## src/rtl/mc_ctrl_pkg.sv

```systemverilog
// rtl/mc_ctrl_pkg.sv - shared types, opcodes and opcode classification for the multi-cycle controller
package mc_ctrl_pkg;

    typedef enum logic [2:0] {
        ST_IDLE   = 3'd0,
        ST_FETCH  = 3'd1,
        ST_DECODE = 3'd2,
        ST_EXEC   = 3'd3,
        ST_MEM    = 3'd4,
        ST_WB     = 3'd5,
        ST_TRAP   = 3'd6
    } state_t;

    typedef enum logic [1:0] {
        PC_PLUS4  = 2'd0,
        PC_BRANCH = 2'd1,
        PC_JALR   = 2'd2
    } pcsrc_t;

    typedef enum logic [3:0] {
        CL_R, CL_IARITH, CL_LOAD, CL_STORE, CL_BRANCH,
        CL_JAL, CL_JALR, CL_LUI, CL_AUIPC, CL_MULDIV, CL_ILLEGAL
    } opclass_t;

    localparam logic [6:0] OP_R      = 7'b0110011;
    localparam logic [6:0] OP_LOAD   = 7'b0000011;
    localparam logic [6:0] OP_STORE  = 7'b0100011;
    localparam logic [6:0] OP_IARITH = 7'b0010011;
    localparam logic [6:0] OP_BRANCH = 7'b1100011;
    localparam logic [6:0] OP_JAL    = 7'b1101111;
    localparam logic [6:0] OP_JALR   = 7'b1100111;
    localparam logic [6:0] OP_AUIPC  = 7'b0010111;
    localparam logic [6:0] OP_LUI    = 7'b0110111;

    localparam logic [6:0] F7_MULDIV = 7'b0000001;

    // The mul/div encoding shares the R-type opcode and is only legal with the M extension.
    function automatic opclass_t classify(input logic [6:0] op, input logic [6:0] funct7,
                                          input logic m_ext);
        opclass_t cls;
        case (op)
            OP_R:      cls = (funct7 == F7_MULDIV) ? (m_ext ? CL_MULDIV : CL_ILLEGAL) : CL_R;
            OP_LOAD:   cls = CL_LOAD;
            OP_STORE:  cls = CL_STORE;
            OP_IARITH: cls = CL_IARITH;
            OP_BRANCH: cls = CL_BRANCH;
            OP_JAL:    cls = CL_JAL;
            OP_JALR:   cls = CL_JALR;
            OP_AUIPC:  cls = CL_AUIPC;
            OP_LUI:    cls = CL_LUI;
            default:   cls = CL_ILLEGAL;
        endcase
        return cls;
    endfunction

endpackage

```

## src/rtl/mc_alu_decode.sv

```systemverilog
// rtl/mc_alu_decode.sv - maps opcode class and function fields to the ALU control encoding
module mc_alu_decode
    import mc_ctrl_pkg::*;
(
    input  logic [3:0] opclass,
    input  logic [2:0] funct3,
    input  logic       funct7_b5,
    output logic [2:0] alucontrol,
    output logic       alu_sub
);

    always_comb begin
        alucontrol = 3'b000;
        alu_sub    = 1'b0;
        case (opclass)
            CL_R: begin
                alucontrol = funct3;
                alu_sub    = funct7_b5;
            end
            // Immediate forms carry no funct7, so bit 5 only selects srai over srli.
            CL_IARITH: begin
                alucontrol = funct3;
                alu_sub    = (funct3 == 3'b101) && funct7_b5;
            end
            CL_BRANCH: alu_sub = 1'b1;
            default: ;
        endcase
    end

endmodule

```

## src/rtl/multicycle_controller.sv

```systemverilog
// rtl/multicycle_controller.sv - multi-cycle RV32I control FSM with memory timeouts and sticky traps
module multicycle_controller
    import mc_ctrl_pkg::*;
#(
    parameter bit M_EXT        = 1'b0,
    parameter int WAIT_TIMEOUT = 16,
    parameter int INSTRET_W    = 32
) (
    input  logic                 clk,
    input  logic                 rst_n,
    input  logic [6:0]           op,
    input  logic [2:0]           funct3,
    input  logic [6:0]           funct7,
    input  logic                 br_taken,
    input  logic                 imem_ready,
    input  logic                 dmem_ready,
    input  logic                 muldiv_done,
    output logic                 imem_req,
    output logic                 dmem_req,
    output logic                 dmem_we,
    output logic                 ir_we,
    output logic                 pc_we,
    output logic [1:0]           pcsrc,
    output logic                 regwrite,
    output logic                 alusrc,
    output logic                 memtoreg,
    output logic                 auipc,
    output logic                 lui,
    output logic                 muldiv_sel,
    output logic [2:0]           alucontrol,
    output logic                 alu_sub,
    output logic                 muldiv_start,
    output logic                 illegal,
    output logic                 bus_err,
    output logic [INSTRET_W-1:0] instret,
    output logic [2:0]           state
);

    localparam bit TIMEOUT_EN = (WAIT_TIMEOUT > 0);
    localparam int WCNT_W     = TIMEOUT_EN ? $clog2(WAIT_TIMEOUT + 1) : 1;
    localparam logic [WCNT_W-1:0] WAIT_LAST = TIMEOUT_EN ? WCNT_W'(WAIT_TIMEOUT - 1) : '0;

    state_t            cur, nxt;
    opclass_t          cls;
    logic [WCNT_W-1:0] wait_cnt;
    logic              exec_busy;
    logic              set_illegal, set_bus_err, wait_limit;
    logic [2:0]        alu_ctl;
    logic              alu_sb;

    assign cls        = classify(op, funct7, M_EXT);
    assign wait_limit = TIMEOUT_EN && (wait_cnt == WAIT_LAST);
    assign state      = cur;

    mc_alu_decode u_alu_decode (
        .opclass    (cls),
        .funct3     (funct3),
        .funct7_b5  (funct7[5]),
        .alucontrol (alu_ctl),
        .alu_sub    (alu_sb)
    );

    always_ff @(posedge clk or negedge rst_n) begin
        if (!rst_n) begin
            cur <= ST_IDLE;
        end else begin
            cur <= nxt;
        end
    end

    always_comb begin
        nxt          = cur;
        imem_req     = 1'b0;
        dmem_req     = 1'b0;
        dmem_we      = 1'b0;
        ir_we        = 1'b0;
        pc_we        = 1'b0;
        pcsrc        = PC_PLUS4;
        regwrite     = 1'b0;
        alusrc       = 1'b0;
        memtoreg     = 1'b0;
        auipc        = 1'b0;
        lui          = 1'b0;
        muldiv_sel   = 1'b0;
        alucontrol   = 3'b000;
        alu_sub      = 1'b0;
        muldiv_start = 1'b0;
        set_illegal  = 1'b0;
        set_bus_err  = 1'b0;
        case (cur)
            ST_IDLE: nxt = ST_FETCH;
            ST_FETCH: begin
                imem_req = 1'b1;
                if (imem_ready) begin
                    ir_we = 1'b1;
                    nxt   = ST_DECODE;
                end else if (wait_limit) begin
                    nxt         = ST_TRAP;
                    set_bus_err = 1'b1;
                end
            end
            ST_DECODE: begin
                if (cls == CL_ILLEGAL) begin
                    nxt         = ST_TRAP;
                    set_illegal = 1'b1;
                end else begin
                    nxt = ST_EXEC;
                end
            end
            ST_EXEC: begin
                alucontrol = alu_ctl;
                alu_sub    = alu_sb;
                alusrc     = (cls == CL_LOAD) || (cls == CL_STORE) || (cls == CL_IARITH);
                lui        = (cls == CL_LUI);
                auipc      = (cls == CL_AUIPC);
                case (cls)
                    CL_BRANCH: begin
                        pc_we = 1'b1;
                        pcsrc = br_taken ? PC_BRANCH : PC_PLUS4;
                        nxt   = ST_FETCH;
                    end
                    CL_LOAD, CL_STORE: nxt = ST_MEM;
                    CL_MULDIV: begin
                        muldiv_start = !exec_busy;
                        if (muldiv_done) nxt = ST_WB;
                    end
                    default: nxt = ST_WB;
                endcase
            end
            ST_MEM: begin
                dmem_req = 1'b1;
                dmem_we  = (cls == CL_STORE);
                if (dmem_ready) begin
                    if (cls == CL_STORE) begin
                        pc_we = 1'b1;
                        nxt   = ST_FETCH;
                    end else begin
                        nxt = ST_WB;
                    end
                end else if (wait_limit) begin
                    nxt         = ST_TRAP;
                    set_bus_err = 1'b1;
                end
            end
            ST_WB: begin
                regwrite   = 1'b1;
                pc_we      = 1'b1;
                memtoreg   = (cls == CL_LOAD);
                muldiv_sel = (cls == CL_MULDIV);
                if (cls == CL_JAL)       pcsrc = PC_BRANCH;
                else if (cls == CL_JALR) pcsrc = PC_JALR;
                nxt = ST_FETCH;
            end
            ST_TRAP: nxt = ST_TRAP;
            default: nxt = ST_IDLE;
        endcase
    end

    // The wait counter restarts whenever a FETCH or MEM wait is entered afresh.
    always_ff @(posedge clk or negedge rst_n) begin
        if (!rst_n) begin
            wait_cnt  <= '0;
            exec_busy <= 1'b0;
            illegal   <= 1'b0;
            bus_err   <= 1'b0;
            instret   <= '0;
        end else begin
            wait_cnt  <= ((cur == ST_FETCH || cur == ST_MEM) && nxt == cur) ?
                         wait_cnt + WCNT_W'(1) : '0;
            exec_busy <= (cur == ST_EXEC) && (nxt == ST_EXEC);
            if (set_illegal) illegal <= 1'b1;
            if (set_bus_err) bus_err <= 1'b1;
            if (pc_we)       instret <= instret + INSTRET_W'(1);
        end
    end

endmodule

```

## config.mk

```make
export PLATFORM = sky130hd
export DESIGN_NAME = multicycle_controller
export DESIGN_NICKNAME = d
export VERILOG_FILES = /design/src/rtl/mc_ctrl_pkg.sv /design/src/rtl/mc_alu_decode.sv /design/src/rtl/multicycle_controller.sv
export SDC_FILE = /design/constraint.sdc
export NUM_CORES = 1
export LEC_CHECK = 0
export ABC_AREA = 1
export BUFFER_PORTS_ARGS = -buffer_cell sky130_fd_sc_hd__buf_2
export CORE_MARGIN = 4
export CORE_UTILIZATION = 52
export CTS_CLUSTER_DIAMETER = 60
export DETAILED_ROUTE_END_ITERATION = 10
export GPL_TIMING_DRIVEN = 0
export PLACE_DENSITY_LB_ADDON = 0.08
export SLEW_MARGIN = 20
export SYNTH_ARGS = -nofsm -noshare
export SYNTH_HDL_FRONTEND = slang
export SYNTH_SLANG_ARGS = --single-unit
```

## constraint.sdc

```tcl
create_clock -name clk -period 2.2 [get_ports clk]
set_clock_uncertainty 0.1 [all_clocks]
set_input_delay 0.11 -clock clk [delete_from_list [all_inputs] [get_ports clk]]
set_output_delay 0.11 -clock clk [all_outputs]
set_load 0.02 [all_outputs]
```

Word level (Yosys, flattened, before mapping). Index checks and enable logic that the tools add are counted.

Bits in registers: 43. Bits of input ports: 23. Output and inout bits: 55. Logic and storage cells: 93.

$add $sub $neg: 2. Equal/unequal tests: 30. Multiplexer cells: 43. Reductions and logical operators: 12.

Operators with widths (number): one-hot mux 4 bit (9 select lines) (1); adder 32 x 1 -> 32 bit, second input constant (1); 2-to-1 mux 1 bit (24); 2-to-1 mux 3 bit (8); == test 7 x 6 -> 1 bit, second input constant (3); == test 7 bit, second input constant (3); one-hot mux 3 bit (6 select lines) (1); == test 4 x 3 -> 1 bit, second input constant (4); == test 7 x 5 -> 1 bit, second input constant (2); == test 3 bit, second input constant (4); == test 4 bit, second input constant (3); == test 3 x 2 -> 1 bit, second input constant (3); one-hot mux 3 bit (3 select lines) (1); == test 4 x 2 -> 1 bit, second input constant (2); == test 7 x 1 -> 1 bit, second input constant (1); == test 7 x 2 -> 1 bit, second input constant (1); one-hot mux 1 bit (3 select lines) (2); OR reduction 2 bit (3); adder 5 x 1 -> 5 bit, second input constant (1); == test 5 x 4 -> 1 bit, second input constant (1); 2-to-1 mux 5 bit (1); == test 4 x 1 -> 1 bit, second input constant (1); zero test 4 bit (1); 2-to-1 mux 2 bit (2); other kinds (9) (13).

Depth between registers and ports, before layout.
Depth after elaboration: 10. Mapped depth: 14. Depth with buffers taken out: 14.

Hierarchy. From an unflattened synthesis, not the netlist that was laid out.

Cell total of the unflattened synthesis: 340. Area, all modules: 2640.0 um^2.

By module, submodules not included: multicycle_controller (instances 1, cells an instance 322, area each 2560.0 um^2, seq. area each 1051.0 um^2); mc_alu_decode (instances 1, cells an instance 18, area each 80.1 um^2, seq. area each 0.0 um^2).

Worst setup path before layout. Ideal clock, no wire load.

Path type: reg-to-reg. From: reg cur[0], in the netlist state[0]. To: reg instret[13]. Arrival time: 1780 ps. Required time: 1968 ps. Setup slack: 188 ps. Stages on the path, launching flop included: 9. Buffers on the path: 1. Period minus slack after synthesis: 2012 ps. Cell sequence: dfrtp_1 inv_1 nor3_2 inv_1 nand2_1 o21bai_4 buf_4 nand2_1 xnor2_1.

Cells in the longest elaborated chain, start to end: 2. Elaborated cells on any way between the ends: 4. Classes of those cells: eq/ne: 3; mux: 1.

RTL lines: from (decl) (line multicycle_controller.sv:43) `state_t cur, nxt;`; from (signal assigned) (line multicycle_controller.sv:67) `cur <= nxt;`; == test 3 bit or == test 3 x 2 -> 1 bit (tied branches) (line multicycle_controller.sv:90) `case (cur)`; one-hot mux 1 bit (3 select lines) * (line multicycle_controller.sv:90); to (signal assigned) (line multicycle_controller.sv:173) `if (pc_we) instret <= instret + INSTRET_W'(1);`; to (decl) (line multicycle_controller.sv:35) `output logic [INSTRET_W-1:0] instret,`.

Every way passes the cells marked *; elsewhere a longest branch is shown, timed or not. A chain may end at the register's enable or synchronous reset.

Final worst setup path.
From: reg wait_cnt[0]. To: reg wait_cnt[2].

Cells in the longest elaborated chain, start to end: 7. Elaborated cells on any way between the ends: 9. Classes of those cells: add/sub: 1; eq/ne: 2; mux: 5; reduce/logical: 1.

RTL lines: from (decl) (line multicycle_controller.sv:45) `logic [WCNT_W-1:0] wait_cnt;`; from (signal assigned) (line multicycle_controller.sv:168) `wait_cnt <= ((cur == ST_FETCH || cur == ST_MEM) && nxt == cur) ?`; == test 5 x 4 -> 1 bit (line multicycle_controller.sv:52) `assign wait_limit = TIMEOUT_EN && (wait_cnt == WAIT_LAST);`; 2-to-1 mux 3 bit (line multicycle_controller.sv:97, multicycle_controller.sv:140); 2-to-1 mux 3 bit (on tied branches) (line multicycle_controller.sv:133, multicycle_controller.sv:94); one-hot mux 3 bit (6 select lines) (line multicycle_controller.sv:90); == test 3 bit (line multicycle_controller.sv:168); logical AND 1 bit (line multicycle_controller.sv:168); 2-to-1 mux 5 bit * (line multicycle_controller.sv:168).

Marked as above.

==> summary.md <==
| Metric | Value |
|---|---|
| Status | `finished clean` |
| Final wirelength | `between 6 and 7 mm` |
| CORE AREA | `4820 sq um` |
| Area after DPL | `3090 sq um` |
| Met3 WL | `545 um` |
| Most instantiated cells after synthesis | `nand2_1 (76), nor2_1 (51), inv_1 (43)` |
| Max Freq | `489 MHz` |
| Post-route clock period utilization | `93.0%` |
| DIE HEIGHT | `79.1 um` |
| Layout cells sized above 1 | `25.6%` |
| Leak | `between 1.5 and 2 nW` |
| Cell taking the most area after synthesis | `dfrtp_1` |
| Synth warn | `0` |
| Power, Total | `1.36 mW` |
| Drt drc | `0` |
| Grt total ovfl | `0` |
| Design area | `3230 sq um` |
| Worst-path clk slew | `0.08 ns` |
| Dpl ws | `a little over 0.09 ns` |
| CTS buffer count | `5` |
| Ant diodes | `0` |
| Period minus WS final | `2.05 ns` |
| HP Class | `in2reg` |
| DIE WIDTH | `79.1 um` |
| RSZ-0062 raised after global routing | `false` |
| DR vias | `2584` |
| Met1 wire length | `about 3 mm` |
| Final nets | `458` |
| Post-DRT Antenna Nets | `0` |
| # rows | `25` |
| Pwr per Cell Area | `422 nW/um^2` |
| Initial antenna violation count | `0` |
| Post-Syn Area | `2630 sq um` |
| Slew @ Worst Pin | `0.946 ns` |
| Top cells by area, synth | `dfrtp_1 (40%), nand2_1 (11%), xor2_1 (7.7%)` |
| Top_reg_cell synth | `dfrtp_1` |
| Setup crit end kind | `register` |
| Met2 WL post-DR | `2.83 mm` |
| Worst-path fanout max | `5` |
| Final hold violation count | `0` |
| All-Layer GR Usage | `21.4%` |
| VDD IR max | `about 0.42 mV` |
| Synth top area share | `approximately two fifths` |
| Clk_lat worst skew | `0.29 ns` |
| Layout Cells excl Fill | `500` |
| Vias/cell | `5.17` |
| First-pass GRT wire length | `10.8 mm` |
| GPL Wtd Cong | `0.890` |
| Largest net degree at the start of global routing | `43` |
| CTS Sinks | `42` |
| Seq cells post-synth | `42` |
| Post-DR wirelength/cell | `13.0 um` |
| Maxcap violations | `0` |
| Layout area overhead | `23.0%` |
| First-pass DRT Iterations | `5` |
| Register area | `approximately 1100 sq um` |
| DRT iter0 DRCs | `189` |
| CTS tree | `yes` |
| Number of synthesized flops with an enable pin | `0` |
| H-tree depth | `2` |
| Initial core utilization | `around 55%` |
| Worst endpoint required time | `2.29 ns` |
| Final setup TNS | `0 ns` |
| Most used standard cell by instance count after synthesis | `nand2_1` |
| Area of the multi-input gates | `1400 sq um` |
| PnR worst setup slack | `0.154 ns` |
| Longest Clk Path Bufs | `2` |
| Highest Signal Layer | `met4` |
| Seq/Total Area, Yosys | `40.0%` |
| Die ar. | `about 6300 sq um` |
| Buffers on Ports | `74` |
| Ports | `78` |
| DPL Wire Length | `5.01 mm` |
| Filler cell count | `442` |
| Startpoint types | `register` |
| Final setup vio count | `0` |
| Slew Limit Fails | `0` |
| Share of flip-flops with an asynchronous set or reset | `100%` |
| Post-synthesis cell count | `~350` |
| Syn_area_per_cell | `7.58 sq um` |
| Worst slew margin relative to its limit | `37.0%` |
| Post-Place Cells | `~500` |
| Cell variety after synth | `33` |
| Critical path type | `reg2reg` |
| Worst EP arrival | `2.14 ns` |
| CTS root buf | `clkbuf_8` |
| Vias in the first global route | `2420` |
==> final cells by class <==
cell class              instances  area share [%]
plain buffers                   4           0.928
clock buffers                   6            2.55
clock inverters                 2           0.387
inverters                      46            5.34
multi-input cells             256            43.4
flip-flops and latches         42            32.6
well taps                      67            2.59
repair buffers                 77            12.2
==> stage by stage <==
stage	hold slack [ns]	util, %
CTS	0.0750	66.3
global placement	0.202	64.1
global route	0.0988	67.1
floorplan	-0.286	-
detailed placement	0.218	64.1
finish	0.0790	67.1
==> registers in the layout (all words and copies together) (netlist names) <==
name	flops
instret	32
wait_cnt	5
state	3
bus_err	1
illegal	1
==> worst paths after layout <==
check | start | cells after the start | end | slack (ns)
min in group asynchronous | rst_n | 2 | instret[24]$_DFFE_PN0P_ | 0.39
max in group asynchronous | rst_n | 2 | state[0]$_DFF_PN0_ | 0.94
hold reg to reg | wait_cnt[0]$_DFF_PN0_ | 1 | wait_cnt[0]$_DFF_PN0_ | 0.37
hold / removal | dmem_ready | 4 | bus_err$_DFFE_PN0P_ | 0.08
setup / recovery | wait_cnt[0]$_DFF_PN0_ | 10 | wait_cnt[2]$_DFF_PN0_ | 0.15
setup reg to reg | wait_cnt[0]$_DFF_PN0_ | 10 | wait_cnt[2]$_DFF_PN0_ | 0.15
==> timing repair <==
| action | in CTS | in global routing |
|---|---|---|
| endpoints found under the setup margin | 1 | 11 |
| resized for setup | 2 | 8 |
| buffers inserted | 0 | 2 |
| hold endpoints to repair | 42 | 0 |
| hold buffers | 1 | 0 |
| pin swaps | 1 | 1 |
==> layer usage <==
metal / global-route usage, % / vias up
li1: - / 1295
met1: 29.7 / 1169
met2: 33.8 / 110
met3: 4.20 / 10
met4: 6.53 / 0
met5: 0 / -
==> worst max-delay path, cell delays in order (launching register included) <==
cell and delay, ns:
dfrtp_1 0.40, ha_1 0.22, and3_1 0.18, ha_1 0.21
or2_2 0.31, nor2_1 0.11, a21oi_1 0.05, nand3_1 0.10
nand2_1 0.08, nand2_2 0.11, nor2_1 0.05
==> layout by cell type (no fill, tap or decap), types with 2 or more instances in the layout <==
master    synthesis  final
nand2_1          76     75
buf_2             1     74
nor2_1           51     49
inv_1            43     43
dfrtp_1          42     39
nand3_1          25     25
xor2_1           23     23
nand4_1          16     16
nor3_1           15     13
xnor2_1          10     10
o21ai_0           7      7
nor4_1            7      7
buf_4             3      6
clkbuf_8          0      6
nor3_2            3      5
inv_2             3      3
nor2_2            1      3
ha_1              3      3
dfrtp_2           0      3
a21oi_1           3      2
conb_1            1      2
==> kinds of logic (layout without fill, tap and decap cells) <==
logic type	count (synthesis)	after routing	synth area share, %
flops	42	42	40.0
fa+ha+maj	3	3	1.43
simple gates	202	202	35.7
buf+inv	50	135	7.61
other cells	1	2	0.143
compound gates	16	16	4.09
xor+xnor	33	33	11.0
==> power breakdown <==
group	switching, mW	internal, mW
combinational	0.0451	0.0251
sequential	0	0.771
clock	0.269	0.252
Power figures use the tool's default switching activity.
